--- src/rtl/vga_v_timing.sv ---
// vga_v_timing
//   Parametrised vertical timing generator. Advances one line per
//   end-of-line strobe from the horizontal counter, tracks the vertical
//   region (active, front porch, sync, back porch) with a small FSM and
//   produces registered sync/blanking/frame signals for the renderer.
//
// Ports
//   clk_25Mhz      in   pixel clock, rising edge
//   d_reset_n      in   asynchronous active-low reset
//   enable_v_count in   end-of-line strobe, one line advance per high cycle
//   v_restart      in   synchronous frame restart (priority over enable)
//   v_count_value  out  current line, 0..V_TOTAL-1
//   v_region       out  0=ACTIVE 1=FRONT 2=SYNC 3=BACK
//   vsync          out  SYNC_POL while in SYNC, ~SYNC_POL otherwise
//   v_active       out  high while in ACTIVE
//   frame_start    out  one-cycle pulse when the count becomes 0
//   vblank_start   out  one-cycle pulse when the count becomes V_ACTIVE
//   frame_count    out  completed-frame counter, wraps modulo 2^FRAME_W
module vga_v_timing #(
    parameter int V_ACTIVE = 480,
    parameter int V_FP     = 10,
    parameter int V_SYNC   = 2,
    parameter int V_BP     = 33,
    parameter int CNT_W    = 16,
    parameter bit SYNC_POL = 1'b0,
    parameter int FRAME_W  = 8
) (
    input  logic               clk_25Mhz,
    input  logic               d_reset_n,
    input  logic               enable_v_count,
    input  logic               v_restart,
    output logic [CNT_W-1:0]   v_count_value,
    output logic [1:0]         v_region,
    output logic               vsync,
    output logic               v_active,
    output logic               frame_start,
    output logic               vblank_start,
    output logic [FRAME_W-1:0] frame_count
);

    localparam int V_TOTAL = V_ACTIVE + V_FP + V_SYNC + V_BP;

    // First line of each region, and the last line of the frame.
    localparam logic [CNT_W-1:0] FRONT_LINE = CNT_W'(V_ACTIVE);
    localparam logic [CNT_W-1:0] SYNC_LINE  = CNT_W'(V_ACTIVE + V_FP);
    localparam logic [CNT_W-1:0] BACK_LINE  = CNT_W'(V_ACTIVE + V_FP + V_SYNC);
    localparam logic [CNT_W-1:0] LAST_LINE  = CNT_W'(V_TOTAL - 1);

    typedef enum logic [1:0] {
        ST_ACTIVE = 2'd0,
        ST_FRONT  = 2'd1,
        ST_SYNC   = 2'd2,
        ST_BACK   = 2'd3
    } region_t;

    region_t             region, region_nxt;
    logic [CNT_W-1:0]    cnt_nxt;
    logic [FRAME_W-1:0]  fc_nxt;
    logic                fs_nxt, vb_nxt, vsync_nxt, v_active_nxt;

    // Next-state logic: every output is derived from the next count/region
    // so the registered outputs never skew against v_count_value.
    always_comb begin
        cnt_nxt    = v_count_value;
        region_nxt = region;
        fc_nxt     = frame_count;
        fs_nxt     = 1'b0;
        vb_nxt     = 1'b0;

        if (v_restart) begin
            // Aborted frame: back to line 0 without counting a frame.
            cnt_nxt    = '0;
            region_nxt = ST_ACTIVE;
            fs_nxt     = 1'b1;
        end else if (enable_v_count) begin
            // ">=" also recovers any out-of-range count on the next strobe.
            if (v_count_value >= LAST_LINE) begin
                cnt_nxt = '0;
                fs_nxt  = 1'b1;
                fc_nxt  = frame_count + FRAME_W'(1);
            end else begin
                cnt_nxt = v_count_value + CNT_W'(1);
            end
            vb_nxt = (cnt_nxt == FRONT_LINE);

            case (region)
                ST_ACTIVE: if (cnt_nxt == FRONT_LINE) region_nxt = ST_FRONT;
                ST_FRONT:  if (cnt_nxt == SYNC_LINE)  region_nxt = ST_SYNC;
                ST_SYNC:   if (cnt_nxt == BACK_LINE)  region_nxt = ST_BACK;
                ST_BACK:   if (cnt_nxt == '0)         region_nxt = ST_ACTIVE;
                default:                              region_nxt = ST_ACTIVE;
            endcase
            // A wrap always lands in ACTIVE, whatever region we came from.
            if (cnt_nxt == '0) region_nxt = ST_ACTIVE;
        end

        vsync_nxt    = (region_nxt == ST_SYNC) ? SYNC_POL : ~SYNC_POL;
        v_active_nxt = (region_nxt == ST_ACTIVE);
    end

    // Output register stage.
    always_ff @(posedge clk_25Mhz or negedge d_reset_n) begin
        if (!d_reset_n) begin
            v_count_value <= '0;
            region        <= ST_ACTIVE;
            vsync         <= ~SYNC_POL;
            v_active      <= 1'b1;
            frame_start   <= 1'b0;
            vblank_start  <= 1'b0;
            frame_count   <= '0;
        end else begin
            v_count_value <= cnt_nxt;
            region        <= region_nxt;
            vsync         <= vsync_nxt;
            v_active      <= v_active_nxt;
            frame_start   <= fs_nxt;
            vblank_start  <= vb_nxt;
            frame_count   <= fc_nxt;
        end
    end

    assign v_region = region;

endmodule

--- config.mk ---
export PLATFORM = sky130hd
export DESIGN_NAME = vga_v_timing
export DESIGN_NICKNAME = d
export VERILOG_FILES = /design/src/rtl/vga_v_timing.sv
export SDC_FILE = /design/constraint.sdc
export NUM_CORES = 1
export LEC_CHECK = 0
export CORE_ASPECT_RATIO = 0.75
export CORE_MARGIN = 2
export CORE_UTILIZATION = 47
export DETAILED_ROUTE_END_ITERATION = 16
export PLACE_DENSITY = 0.77
export REMOVE_ABC_BUFFERS = 1
export SKIP_CTS_REPAIR_TIMING = 1
export SLEW_MARGIN = 20
export SYNTH_ARGS = -nofsm -noshare
export SYNTH_HDL_FRONTEND = slang
export SYNTH_SLANG_ARGS = --single-unit
--- constraint.sdc ---
create_clock -name clk_25Mhz -period 2.1 [get_ports clk_25Mhz]
set_input_delay 0.42 -clock clk_25Mhz [delete_from_list [all_inputs] [get_ports clk_25Mhz]]
set_output_delay 0.42 -clock clk_25Mhz [all_outputs]
set_load 0.005 [all_outputs]
==> results of run 1 <==
state kept, by name, indices dropped and copies added, names as in the netlist:
register,flops
v_active,1
frame_start,1
v_region,2
v_count_value,16
vblank_start,1
vsync,1
frame_count,8
metrics by stage:
stage | instances | utilization, % | hold WS [ns] | instance area [µm²] | TNS [ns]
2_1_floorplan | 182 | - | 0.124 | 1740 | -0.858
3_3_place_gp | 304 | 66.0 | 0.461 | 2410 | -0.104
3_5_place_dp | 304 | 66.0 | 0.470 | 2410 | -0.484
4_1_cts | 312 | 69.0 | 0.478 | 2520 | -0.532
5_1_grt | 314 | 70.5 | 0.508 | 2580 | -1.41
6_report | 314 | 70.5 | 0.471 | 2580 | -0.545
layout by cell type, fill, tap and decap left out, types with 6 or more instances in the layout:
cell and instances:
sky130_fd_sc_hd__clkbuf_8 8, sky130_fd_sc_hd__xnor2_1 8, sky130_fd_sc_hd__a21oi_1 9, sky130_fd_sc_hd__dfrtp_1 28, sky130_fd_sc_hd__nand2_1 19, sky130_fd_sc_hd__nand3_1 6
sky130_fd_sc_hd__buf_4 39, sky130_fd_sc_hd__clkdlybuf4s50_1 33, sky130_fd_sc_hd__and2_1 6, sky130_fd_sc_hd__nor2_1 16, sky130_fd_sc_hd__inv_1 8
critical path, stage by stage (launching register included):
cell and delay [ns]:
sky130_fd_sc_hd__dfrtp_1 0.38, sky130_fd_sc_hd__or4_4 0.55, sky130_fd_sc_hd__nor3_4 0.24, sky130_fd_sc_hd__o211ai_1 0.17, sky130_fd_sc_hd__nor4_4 0.35, sky130_fd_sc_hd__nand4_2 0.18
sky130_fd_sc_hd__o211ai_2 0.18, sky130_fd_sc_hd__nor3b_2 0.19
final cells by class:
type                       instances  share of cell area [%]
inverter                           9                    1.31
clock buffer                       8                    4.26
multi-input combinational        143                    38.6
tap                               52                    2.52
sequential                        30                    29.2
timing repair buffer              72                    24.1
synth_stat cells, types with 5 or more instances:
| cell | n |
|---|---|
| sky130_fd_sc_hd__nor3_1 | 5 |
| sky130_fd_sc_hd__a21oi_1 | 9 |
| sky130_fd_sc_hd__nand3_1 | 6 |
| sky130_fd_sc_hd__nand2_1 | 19 |
| sky130_fd_sc_hd__nand2b_1 | 5 |
| sky130_fd_sc_hd__inv_1 | 8 |
| sky130_fd_sc_hd__and2_1 | 7 |
| sky130_fd_sc_hd__dfrtp_1 | 28 |
| sky130_fd_sc_hd__xnor2_1 | 8 |
| sky130_fd_sc_hd__nor2_1 | 16 |
metal layers:
| layer | vias to the layer above | part of all wire, % | GRT usage [%] |
|---|---|---|---|
| met5 | - | 0 | 0 |
| met4 | 0 | 0.62 | 4.51 |
| met3 | 5 | 7.4 | 6.01 |
| met2 | 61 | 43 | 31.3 |
| met1 | 774 | 49 | 36.0 |
| li1 | 822 | - | - |
cells by family (layout without fill, tap and decap cells):
family / Yosys count / in the layout
compound gates: 36 / 36
xor+xnor: 10 / 10
mux: 2 / 2
buf+inv: 18 / 89
fa+ha+maj: 3 / 3
flops: 30 / 30
simple gates: 92 / 92
path summary, 6_finish.rpt:
path                                     to  depth (start not counted)  slack [ns]
setup / recovery                   v_active                          7       -0.21
hold / removal               frame_count[7]                          1        0.47
setup reg to reg                   v_active                          7       -0.21
hold reg to reg              frame_count[7]                          1        0.47
max in group asynchronous             vsync                          2        1.26
min in group asynchronous  v_count_value[2]                          2        0.52
where the power goes:
part	switching [µW]	leakage, µW	internal (µW)	total, µW
registers	4.87	0.000407	583	588
logic	71.0	0.000682	65.9	137
clock network	208	0.0000575	330	539
==> summary.json, run 1 <==
{
  "die": {
    "row_cnt": 19,
    "dieHeight_um": 57.4,
    "io_pins": 34,
    "die_w_um": 75.2,
    "floorplan.core_area_um2": 3660,
    "fp.dieArea_um2": 4320,
    "initial_core_util_pct": 48.8
  },
  "run_status": {
    "outcome": "finished, violations left",
    "violations": "negative setup slack"
  },
  "synthesis": {
    "synth.mux.area_fraction_pct": 1.26,
    "synth_edf_count": 0,
    "yosysSeqAreaShare_pct": 42.2,
    "syn_area_per_cell_um2": 9.35,
    "yosys_warnings": 0,
    "post_synth_fa_ha_maj_area_fraction_pct": 2.10,
    "yosysTopAreaCell": "sky130_fd_sc_hd__dfrtp_1",
    "synth_compound_area_share_pct": 15.1,
    "synth_top_family_by_area": "simple AND/OR/NAND/NOR gates",
    "synthesis.area_um2": 1790,
    "synth_flop_cell": "sky130_fd_sc_hd__dfrtp_1",
    "synthArstFlopShare_pct": 100,
    "synthTopCellsByArea": "sky130_fd_sc_hd__dfrtp_1 (39%), sky130_fd_sc_hd__nand2_1 (4.0%), sky130_fd_sc_hd__xnor2_1 (3.9%)",
    "postSynthCellCount": 191,
    "synth_xor_xnor_area_share_pct": 4.90,
    "ff_latch_count_synth": 30,
    "synthDominantCellAreaShare_pct": 39.2,
    "synthDistinctLibCells": 56,
    "synth-simple-area-share_pct": 30.1
  },
  "sta": {
    "max_freq_mhz": 434,
    "slew_viol_final": 0,
    "layout_min_cycle_time_ns": 2.31,
    "setup_violations": 5,
    "fin_crit_sh_pct": 110,
    "relSlewSlack_pct": 70.5,
    "unrepaired_setup_endpoints_after_global_routing": "true",
    "max_slew.worst_pin.slew_ns": 0.441,
    "clock-skew-final_ns": 0.00818,
    "setup_ws_ns": -0.205,
    "finalHoldViolations": 0
  },
  "layout": {
    "area_of_the_multi_input_gates_um2": 997,
    "fin_nets": 268,
    "syn2layout_area_growth_pct": 44.5,
    "area.sequential_um2": 753,
    "n_fill_cell": 308,
    "layout-drive-gt1-share_pct": 28.2,
    "insertedDiodeCount": 0
  },
  "routing": {
    "drtAntennaViolNets": 0,
    "detail_route.wirelength_um": 4520,
    "first_pass_iters": 5,
    "drt_iter0_drc": 93,
    "detail_route.drc_violations": 0,
    "vias": 1662,
    "wl_per_cell_um": 14.4,
    "viasPerCell": 5.29
  },
  "worst_setup_path": {
    "crit_arrival_ns": 2.51,
    "timing.critical_path.from_type": "register",
    "crit-reg2reg-launch": "v_count_value[12]",
    "worst_ep_required_time_ns": 2.31,
    "crit_path_start": "v_count_value[12]",
    "path_max_fanout": 3,
    "critPathKind": "register to register",
    "critical_path_capture_point_type": "register"
  },
  "placed_design": {
    "preCtsSetupSlack_ns": -0.183,
    "dpl.hpwl_um": 3360,
    "numPortBuffers": 33,
    "finalWeightedCongestion": 0.905
  },
  "power_and_ir_drop": {
    "total_leakage_power_uw": 0.00115,
    "power.ir.vdd_worst_uv": 455,
    "p_per_area_nw_per_um2": 489,
    "fin_total_pwr_uw": 1260
  },
  "grt": {
    "grt_overflow": 0,
    "grt_pass1_wl_um": 7360,
    "grt_max_degree": 31,
    "globalRouteTotalUtil_pct": 22.8,
    "first_global_vias": 1506,
    "antenna_found_initial": 0
  },
  "job": {
    "max_cap_viol_count": 0
  },
  "cts": {
    "cts_buffer_depth": 2,
    "num_cts_buffers": 5,
    "clockRootBuffer": "sky130_fd_sc_hd__clkbuf_8",
    "clkLatencyLatePin_ns": 0.28,
    "num_clock_sinks": 30,
    "worst_setup_hold_path_clk_slew_ns": 0.07,
    "htreeDepth": 2,
    "cts_tree": "yes"
  },
  "hold_path": {
    "timing.hold.worst.start": "frame_count[7]",
    "hold_crit_class": "register to register"
  }
}
No activity file was read; power rests on OpenSTA's default activity.
==> run 2: changes to the inputs <==
--- a/config.mk
+++ b/config.mk
@@ -6,7 +6,7 @@
 export NUM_CORES = 1
 export LEC_CHECK = 0
 export CORE_ASPECT_RATIO = 0.75
-export CORE_MARGIN = 2
+export CORE_MARGIN = 4
 export CORE_UTILIZATION = 47
 export DETAILED_ROUTE_END_ITERATION = 16
 export PLACE_DENSITY = 0.77
==> run 2 against run 1 <==
The run still ends with negative setup slack left. Power is 0.58% lower. Sequential share of layout area is 0.62 points lower. Register-to-register slack better by 0.05 ns. Largest power group unchanged. Sequential power hardly changed. Fmax is 2.1% higher. Via count is 2.4% higher. Clock power hardly changed. Worst hold slack better by 0.017 ns. Critical endpoint unchanged. Non-clock buffer count is 4 higher.
==> summary.json, run 2 (synthesis results as in run 1) <==
{
  "run_status": {
    "outcome": {"value": "finished, violations left", "change": "unchanged"},
    "violations": {"value": "negative setup slack", "change": "unchanged"}
  },
  "die": {
    "initial_core_util": {"value": 48.8, "unit": "%", "change": "unchanged"},
    "dieHeight": {"value": 61.4, "unit": "µm", "change": "was 57.4 µm"},
    "fp.dieArea": {"value": 4860, "unit": "µm²", "change": "was 4320 µm²"},
    "die_w": {"value": 79.2, "unit": "µm", "change": "was 75.2 µm"},
    "row_cnt": {"value": 19, "change": "unchanged"},
    "io_pins": {"value": 34, "change": "unchanged"},
    "floorplan.core_area": {"value": 3660, "unit": "µm²", "change": "unchanged"}
  },
  "worst_setup_path": {
    "critPathTopFamily": {"value": "simple AND/OR/NAND/NOR gates", "change": "unchanged"},
    "critical_path.n_buffers_inverters": {"value": 0, "change": "unchanged"},
    "critPathKind": {"value": "register to register", "change": "unchanged"},
    "crit_arrival": {"value": 2.46, "unit": "ns", "change": "was 2.51 ns"},
    "crit_chain": {"value": "or4_4, nor3_4, o211ai_1, nor4_4, nand4_2, o211ai_2, nor3b_2", "change": "unchanged"},
    "timing.critical_path.from_type": {"value": "register", "change": "unchanged"},
    "worst_ep_required_time": {"value": 2.31, "unit": "ns", "change": "about the same"},
    "timing.critical_path.slowest_stage_cell": {"value": "sky130_fd_sc_hd__or4_4", "change": "unchanged"},
    "cpPeakStageDelay": {"value": 0.55, "unit": "ns", "change": "about the same"},
    "critical_path_capture_point_type": {"value": "register", "change": "unchanged"},
    "path_max_fanout": {"value": 3, "change": "unchanged"}
  },
  "placed_design": {
    "numPortBuffers": {"value": 33, "change": "unchanged"},
    "finalWeightedCongestion": {"value": 1.04, "change": "was 0.905"},
    "dpl.hpwl": {"value": 3360, "unit": "µm", "change": "about the same"},
    "preCtsSetupSlack": {"value": -0.149, "unit": "ns", "change": "was -0.183 ns"}
  },
  "layout": {
    "layout_common_cells": {"value": "sky130_fd_sc_hd__buf_4 (42), sky130_fd_sc_hd__clkdlybuf4s50_1 (33), sky130_fd_sc_hd__dfrtp_1 (28), sky130_fd_sc_hd__nand2_1 (19), sky130_fd_sc_hd__nor2_1 (16)", "change": "was sky130_fd_sc_hd__buf_4 (39), sky130_fd_sc_hd__clkdlybuf4s50_1 (33), sky130_fd_sc_hd__dfrtp_1 (28), sky130_fd_sc_hd__nand2_1 (19), sky130_fd_sc_hd__nor2_1 (16)"},
    "largest_register_ff_count": {"value": 16, "change": "unchanged"},
    "layout-drive-gt1-share": {"value": 30.8, "unit": "%", "change": "was 28.2%"},
    "fin_nets": {"value": 272, "change": "was 268"},
    "fin_util": {"value": 72.1, "unit": "%", "change": "was 70.5%"},
    "register_ranked_first_by_flip_flop_count": {"value": "v_count_value", "change": "unchanged"},
    "layout_commonest_cell": {"value": "sky130_fd_sc_hd__buf_4", "change": "unchanged"},
    "syn2layout_area_growth": {"value": 47.7, "unit": "%", "change": "was 44.5%"},
    "insertedDiodeCount": {"value": 0, "change": "unchanged"}
  },
  "power_and_ir_drop": {
    "total_leakage_power": {"value": 0.00117, "unit": "µW", "change": "was 0.00115 µW"},
    "combPwrFrac": {"value": 10.4, "unit": "%", "change": "was 10.8%"},
    "power.sequential.fraction": {"value": 46.9, "unit": "%", "change": "was 46.5%"},
    "fin_total_pwr": {"value": 1260, "unit": "µW", "change": "about the same"},
    "power.ir.vdd_worst": {"value": 364, "unit": "µV", "change": "was 455 µV"},
    "internal_power": {"value": 975, "unit": "µW", "change": "was 980 µW"},
    "switching_share": {"value": 22.4, "unit": "%", "change": "was 22.5%"},
    "power.net_switching": {"value": 281, "unit": "µW", "change": "was 284 µW"},
    "clockPowerShare": {"value": 42.7, "unit": "%", "change": "was 42.6%"},
    "p_per_area": {"value": 476, "unit": "nW/µm²", "change": "was 489 nW/µm²"}
  },
  "sta": {
    "slew_viol_final": {"value": 0, "change": "unchanged"},
    "layout_min_cycle_time": {"value": 2.26, "unit": "ns", "change": "was 2.31 ns"},
    "max_slew.worst_pin.slew": {"value": 0.481, "unit": "ns", "change": "was 0.441 ns"},
    "max_freq": {"value": 443, "unit": "MHz", "change": "was 434 MHz"},
    "setup_ws": {"value": -0.158, "unit": "ns", "change": "was -0.205 ns"},
    "relSlewSlack": {"value": 67.8, "unit": "%", "change": "was 70.5%"},
    "fin_crit_sh": {"value": 108, "unit": "%", "change": "was 110%"},
    "finalHoldViolations": {"value": 0, "change": "unchanged"},
    "setup_violations": {"value": 5, "change": "unchanged"},
    "clock-skew-final": {"value": 0.00532, "unit": "ns", "change": "was 0.00818 ns"},
    "timing.setup.tns": {"value": -0.490, "unit": "ns", "change": "was -0.545 ns"},
    "unrepaired_setup_endpoints_after_global_routing": {"value": "true", "change": "unchanged"}
  },
  "cts": {
    "clkLatencyLatePin": {"value": 0.27, "unit": "ns", "change": "was 0.28 ns"},
    "cts_tree": {"value": "yes", "change": "unchanged"},
    "htreeDepth": {"value": 2, "change": "unchanged"},
    "num_cts_buffers": {"value": 5, "change": "unchanged"},
    "cts_buffer_depth": {"value": 2, "change": "unchanged"},
    "num_clock_sinks": {"value": 30, "change": "unchanged"},
    "clockRootBuffer": {"value": "sky130_fd_sc_hd__clkbuf_8", "change": "unchanged"},
    "worst_setup_hold_path_clk_slew": {"value": 0.06, "unit": "ns", "change": "was 0.07 ns"}
  },
  "grt": {
    "grt_overflow": {"value": 0, "change": "unchanged"},
    "globalRouteTotalUtil": {"value": 20.2, "unit": "%", "change": "was 22.8%"},
    "grt_max_degree": {"value": 31, "change": "unchanged"},
    "first_global_vias": {"value": 1649, "change": "was 1,506"},
    "grt_pass1_wl": {"value": 7530, "unit": "µm", "change": "was 7360 µm"},
    "antenna_found_initial": {"value": 0, "change": "unchanged"}
  },
  "routing": {
    "first_pass_iters": {"value": 4, "change": "was 5"},
    "viasPerCell": {"value": 5.35, "change": "was 5.29"},
    "detail_route.wirelength": {"value": 4600, "unit": "µm", "change": "was 4520 µm"},
    "wl_per_cell": {"value": 14.5, "unit": "µm", "change": "was 14.4 µm"},
    "detail_route.drc_violations": {"value": 0, "change": "unchanged"},
    "drt_iter0_drc": {"value": 81, "change": "was 93"},
    "drtAntennaViolNets": {"value": 0, "change": "unchanged"},
    "vias": {"value": 1702, "change": "was 1,662"}
  },
  "hold_path": {
    "hold_crit_class": {"value": "register to register", "change": "unchanged"}
  },
  "job": {
    "max_cap_viol_count": {"value": 0, "change": "unchanged"}
  }
}
run 2: final cells by class:
cell class	instances	area, µm²
repair buffers	76	657
clock buffers	8	110
multi-input cells	143	1020
well taps	52	65.1
fillers	299	1020
inverters	9	33.8
flip-flops and latches	30	753
run 2: power by group through the flow:
stage	Clock, µW	Combinational (µW)	Sequential [µW]
floorplan	0	45.0	604
CTS	545	125	588
detailed placement	0	123	599
global placement	0	123	599
global route	575	143	589
finish	537	131	589
run 2: final timing paths:
kind                       cells past startpoint          endpoint  slack (ns)               from
max in group asynchronous                      2          v_active        1.26          d_reset_n
hold / removal                                 1    frame_count[7]        0.49     frame_count[7]
min in group asynchronous                      2  v_count_value[0]        0.53          d_reset_n
hold reg to reg                                1    frame_count[7]        0.49     frame_count[7]
setup / recovery                               7          v_active       -0.16  v_count_value[13]
setup reg to reg                               7          v_active       -0.16  v_count_value[13]
run 2: routing by layer:
layer	global-route usage (%)	share of wire, %
met1	28.6	50
met2	31.1	44
met3	5.12	5.0
met4	6.13	0.63
met5	0	0
run 2: metrics by stage:
step	cell area [µm²]	instances	hold slack, ns
after floorplan	1740	182	0.124
after global placement	2420	305	0.465
after detailed placement	2420	305	0.490
after CTS	2530	313	0.498
after global routing	2640	318	0.535
final	2640	318	0.488
==> run 3: changes to the inputs <==
==> constraint.sdc (replaced) <==
create_clock -name clk_25Mhz -period 2.1 [get_ports clk_25Mhz]
set_input_delay 0.525 -clock clk_25Mhz [delete_from_list [all_inputs] [get_ports clk_25Mhz]]
set_output_delay 0.525 -clock clk_25Mhz [all_outputs]
set_load 0.005 [all_outputs]
==> run 3 against run 2 <==
The run still ends with negative setup slack left. Flip-flop and latch count unchanged. Fmax decreased by 2.6%. Count of clock-buffer cells in the layout decreased by 3. Design area increased by 0.52%. Worst hold slack improved by 0.010 ns. Clock skew increased by 0.0081 ns. Critical path depth increased by 1. Sequential power about the same. Power increased by 4.5%. Setup slack got worse by 0.060 ns. Die area unchanged. Largest power group unchanged.
==> summary.json, run 3 (synthesis results as in run 1) <==
{
  "grt": {
    "globalRouteTotalUtil": {"value": 19.8, "unit": "%", "change": "was 20.2%"},
    "first_global_vias": {"value": 1538, "change": "was 1,649"},
    "grt_pass1_wl": {"value": 7420, "unit": "µm", "change": "was 7530 µm"},
    "grt_overflow": {"value": 0, "change": "unchanged"},
    "antenna_found_initial": {"value": 0, "change": "unchanged"},
    "grt_max_degree": {"value": 31, "change": "unchanged"}
  },
  "sta": {
    "max_freq": {"value": 431, "unit": "MHz", "change": "was 443 MHz"},
    "unrepaired_setup_endpoints_after_global_routing": {"value": "true", "change": "unchanged"},
    "slew_viol_final": {"value": 0, "change": "unchanged"},
    "fin_crit_sh": {"value": 110, "unit": "%", "change": "was 108%"},
    "setup_ws": {"value": -0.218, "unit": "ns", "change": "was -0.158 ns"},
    "clock-skew-final": {"value": 0.0135, "unit": "ns", "change": "was 0.00532 ns"},
    "max_slew.worst_pin.slew": {"value": 0.545, "unit": "ns", "change": "was 0.481 ns"},
    "setup_violations": {"value": 4, "change": "was 5"},
    "whs": {"value": 0.498, "unit": "ns", "change": "was 0.488 ns"},
    "layout_min_cycle_time": {"value": 2.32, "unit": "ns", "change": "was 2.26 ns"},
    "relSlewSlack": {"value": 63.5, "unit": "%", "change": "was 67.8%"},
    "finalHoldViolations": {"value": 0, "change": "unchanged"}
  },
  "die": {
    "fp.dieArea": {"value": 4860, "unit": "µm²", "change": "unchanged"},
    "dieHeight": {"value": 61.4, "unit": "µm", "change": "unchanged"},
    "die_w": {"value": 79.2, "unit": "µm", "change": "unchanged"},
    "floorplan.core_area": {"value": 3660, "unit": "µm²", "change": "unchanged"},
    "io_pins": {"value": 34, "change": "unchanged"},
    "row_cnt": {"value": 19, "change": "unchanged"},
    "initial_core_util": {"value": 48.8, "unit": "%", "change": "unchanged"}
  },
  "hold_path": {
    "worst_hold_path.endpoint": {"value": "frame_count[5]", "change": "was frame_count[7]"},
    "timing.hold.worst.start": {"value": "frame_count[5]", "change": "was frame_count[7]"},
    "min_delay_path_depth": {"value": 1, "change": "unchanged"},
    "hold_crit_class": {"value": "register to register", "change": "unchanged"}
  },
  "layout": {
    "layout_commonest_cell": {"value": "sky130_fd_sc_hd__buf_4", "change": "unchanged"},
    "layout_common_cells": {"value": "sky130_fd_sc_hd__buf_4 (43), sky130_fd_sc_hd__clkdlybuf4s50_1 (33), sky130_fd_sc_hd__dfrtp_1 (26), sky130_fd_sc_hd__nand2_1 (19), sky130_fd_sc_hd__nor2_1 (16)", "change": "was sky130_fd_sc_hd__buf_4 (42), sky130_fd_sc_hd__clkdlybuf4s50_1 (33), sky130_fd_sc_hd__dfrtp_1 (28), sky130_fd_sc_hd__nand2_1 (19), sky130_fd_sc_hd__nor2_1 (16)"},
    "fin_util": {"value": 72.5, "unit": "%", "change": "was 72.1%"},
    "syn2layout_area_growth": {"value": 48.5, "unit": "%", "change": "was 47.7%"},
    "layout-drive-gt1-share": {"value": 32.0, "unit": "%", "change": "was 30.8%"},
    "largest_register_ff_count": {"value": 16, "change": "unchanged"},
    "insertedDiodeCount": {"value": 0, "change": "unchanged"},
    "register_ranked_first_by_flip_flop_count": {"value": "v_count_value", "change": "unchanged"},
    "finish.cell_count_without_fillers": {"value": 318, "change": "unchanged"},
    "fin_nets": {"value": 272, "change": "unchanged"}
  },
  "placed_design": {
    "dpl.cell_count": {"value": 305, "change": "unchanged"},
    "numPortBuffers": {"value": 33, "change": "unchanged"},
    "preCtsSetupSlack": {"value": -0.167, "unit": "ns", "change": "was -0.149 ns"},
    "dpl.hpwl": {"value": 3360, "unit": "µm", "change": "about the same"},
    "finalWeightedCongestion": {"value": 0.978, "change": "was 1.04"}
  },
  "power_and_ir_drop": {
    "power.sequential.fraction": {"value": 44.8, "unit": "%", "change": "was 46.9%"},
    "combPwrFrac": {"value": 10.6, "unit": "%", "change": "was 10.4%"},
    "power.ir.vdd_worst": {"value": 491, "unit": "µV", "change": "was 364 µV"},
    "internal_power": {"value": 999, "unit": "µW", "change": "was 975 µW"},
    "clockPowerShare": {"value": 44.6, "unit": "%", "change": "was 42.7%"},
    "power.net_switching": {"value": 314, "unit": "µW", "change": "was 281 µW"},
    "total_leakage_power": {"value": 0.00117, "unit": "µW", "change": "about the same"},
    "switching_share": {"value": 23.9, "unit": "%", "change": "was 22.4%"},
    "p_per_area": {"value": 495, "unit": "nW/µm²", "change": "was 476 nW/µm²"},
    "fin_total_pwr": {"value": 1310, "unit": "µW", "change": "was 1260 µW"}
  },
  "worst_setup_path": {
    "worst_ep_required_time": {"value": 2.30, "unit": "ns", "change": "was 2.31 ns"},
    "regToRegSetupSlack": {"value": -0.22, "unit": "ns", "change": "was -0.16 ns"},
    "crit-reg2reg-launch": {"value": "v_count_value[13]", "change": "unchanged"},
    "ff_to_ff_end": {"value": "vsync", "change": "was v_active"},
    "critical_path_capture_point_type": {"value": "register", "change": "unchanged"},
    "timing.reg2reg.worst_path_depth": {"value": 8, "change": "was 7"},
    "path_max_fanout": {"value": 3, "change": "unchanged"},
    "crit_arrival": {"value": 2.52, "unit": "ns", "change": "was 2.46 ns"},
    "timing.critical_path.from_type": {"value": "register", "change": "unchanged"},
    "critPathKind": {"value": "register to register", "change": "unchanged"}
  },
  "cts": {
    "worst_setup_hold_path_clk_slew": {"value": 0.08, "unit": "ns", "change": "was 0.06 ns"},
    "cts_tree": {"value": "yes", "change": "unchanged"},
    "htreeDepth": {"value": 2, "change": "unchanged"},
    "clockRootBuffer": {"value": "sky130_fd_sc_hd__clkbuf_8", "change": "unchanged"},
    "clkLatencyLatePin": {"value": 0.29, "unit": "ns", "change": "was 0.27 ns"},
    "num_clock_sinks": {"value": 30, "change": "unchanged"},
    "num_cts_buffers": {"value": 5, "change": "unchanged"},
    "cts_buffer_depth": {"value": 2, "change": "unchanged"}
  },
  "routing": {
    "vias": {"value": 1698, "change": "was 1,702"},
    "met2RoutedLength": {"value": 2110, "unit": "µm", "change": "was 2030 µm"},
    "wirelength_met1": {"value": 2330, "unit": "µm", "change": "was 2310 µm"},
    "detail_route.drc_violations": {"value": 0, "change": "unchanged"},
    "wl_per_cell": {"value": 14.9, "unit": "µm", "change": "was 14.5 µm"},
    "drt_iter0_drc": {"value": 85, "change": "was 81"},
    "first_pass_iters": {"value": 4, "change": "unchanged"},
    "drtAntennaViolNets": {"value": 0, "change": "unchanged"},
    "detail_route.wirelength": {"value": 4740, "unit": "µm", "change": "was 4600 µm"},
    "detailroute.wirelength.met3": {"value": 277, "unit": "µm", "change": "was 232 µm"},
    "dr.max_layer_used": {"value": "met4", "change": "unchanged"},
    "viasPerCell": {"value": 5.34, "change": "was 5.35"}
  },
  "run_status": {
    "outcome": {"value": "finished, violations left", "change": "unchanged"},
    "violations": {"value": "negative setup slack", "change": "unchanged"}
  },
  "job": {
    "max_cap_viol_count": {"value": 0, "change": "unchanged"}
  }
}
-- run 3: cell types whose count changed in the layout (fill, tap and decap cells not counted), sizes merged --
cell    before  now
bufinv       0    1
clkinv       0    2
clkbuf       8    5
-- run 3: per-stage QoR --
stage	area, µm²	setup TNS (ns)
6_report	2650	-0.523
5_1_grt	2650	-1.08
4_1_cts	2530	-0.478
3_5_place_dp	2420	-0.430
3_3_place_gp	2420	-0.215
2_1_floorplan	1740	-0.858
-- run 3: worst max path at each step --
stage	startpoint	endpoint	slack (ns)	cells past startpoint
2_1_floorplan	v_count_value[1]	v_active	-0.26	8
3_3_place_gp	v_count_value[0]	vsync	-0.09	8
3_5_place_dp	v_count_value[0]	v_active	-0.17	8
4_1_cts	v_count_value[0]	v_active	-0.18	8
5_1_grt	v_count_value[12]	vsync	-0.34	8
6_report	v_count_value[13]	vsync	-0.22	8
-- run 3: power groups by stage --
stage | sequential, µW | clock [µW] | combinational [µW]
after detailed placement | 599 | 0 | 126
final | 588 | 585 | 140
after floorplan | 604 | 0 | 45.0
after global placement | 598 | 0 | 125
after global routing | 589 | 615 | 152
after CTS | 588 | 589 | 127
-- run 3: metal layers --
| metal | GRT usage (%) | vias to the layer above |
|---|---|---|
| li1 | - | 830 |
| met1 | 29.8 | 815 |
| met2 | 29.6 | 51 |
| met3 | 4.97 | 2 |
| met4 | 2.94 | 0 |
| met5 | 0 | - |
-- run 3: worst max-delay path: stages, from the launching register on --
cell,delay (ns)
sky130_fd_sc_hd__dfrtp_1,0.40
sky130_fd_sc_hd__or4_4,0.53
sky130_fd_sc_hd__nor3_4,0.17
sky130_fd_sc_hd__o211ai_1,0.17
sky130_fd_sc_hd__nor4_4,0.36
sky130_fd_sc_hd__nand4_2,0.18
sky130_fd_sc_hd__buf_4,0.18
sky130_fd_sc_hd__nor3b_2,0.18
sky130_fd_sc_hd__a31oi_1,0.08
-- run 3: cell type report --
class	count	area, µm²
Multi-Input combinational cell	143	1040
Fill cell	308	1010
Sequential cell	30	756
Timing Repair Buffer	76	653
Clock buffer	5	68.8
Tap cell	52	65.1
Clock inverter	3	40.0
Inverter	9	33.8
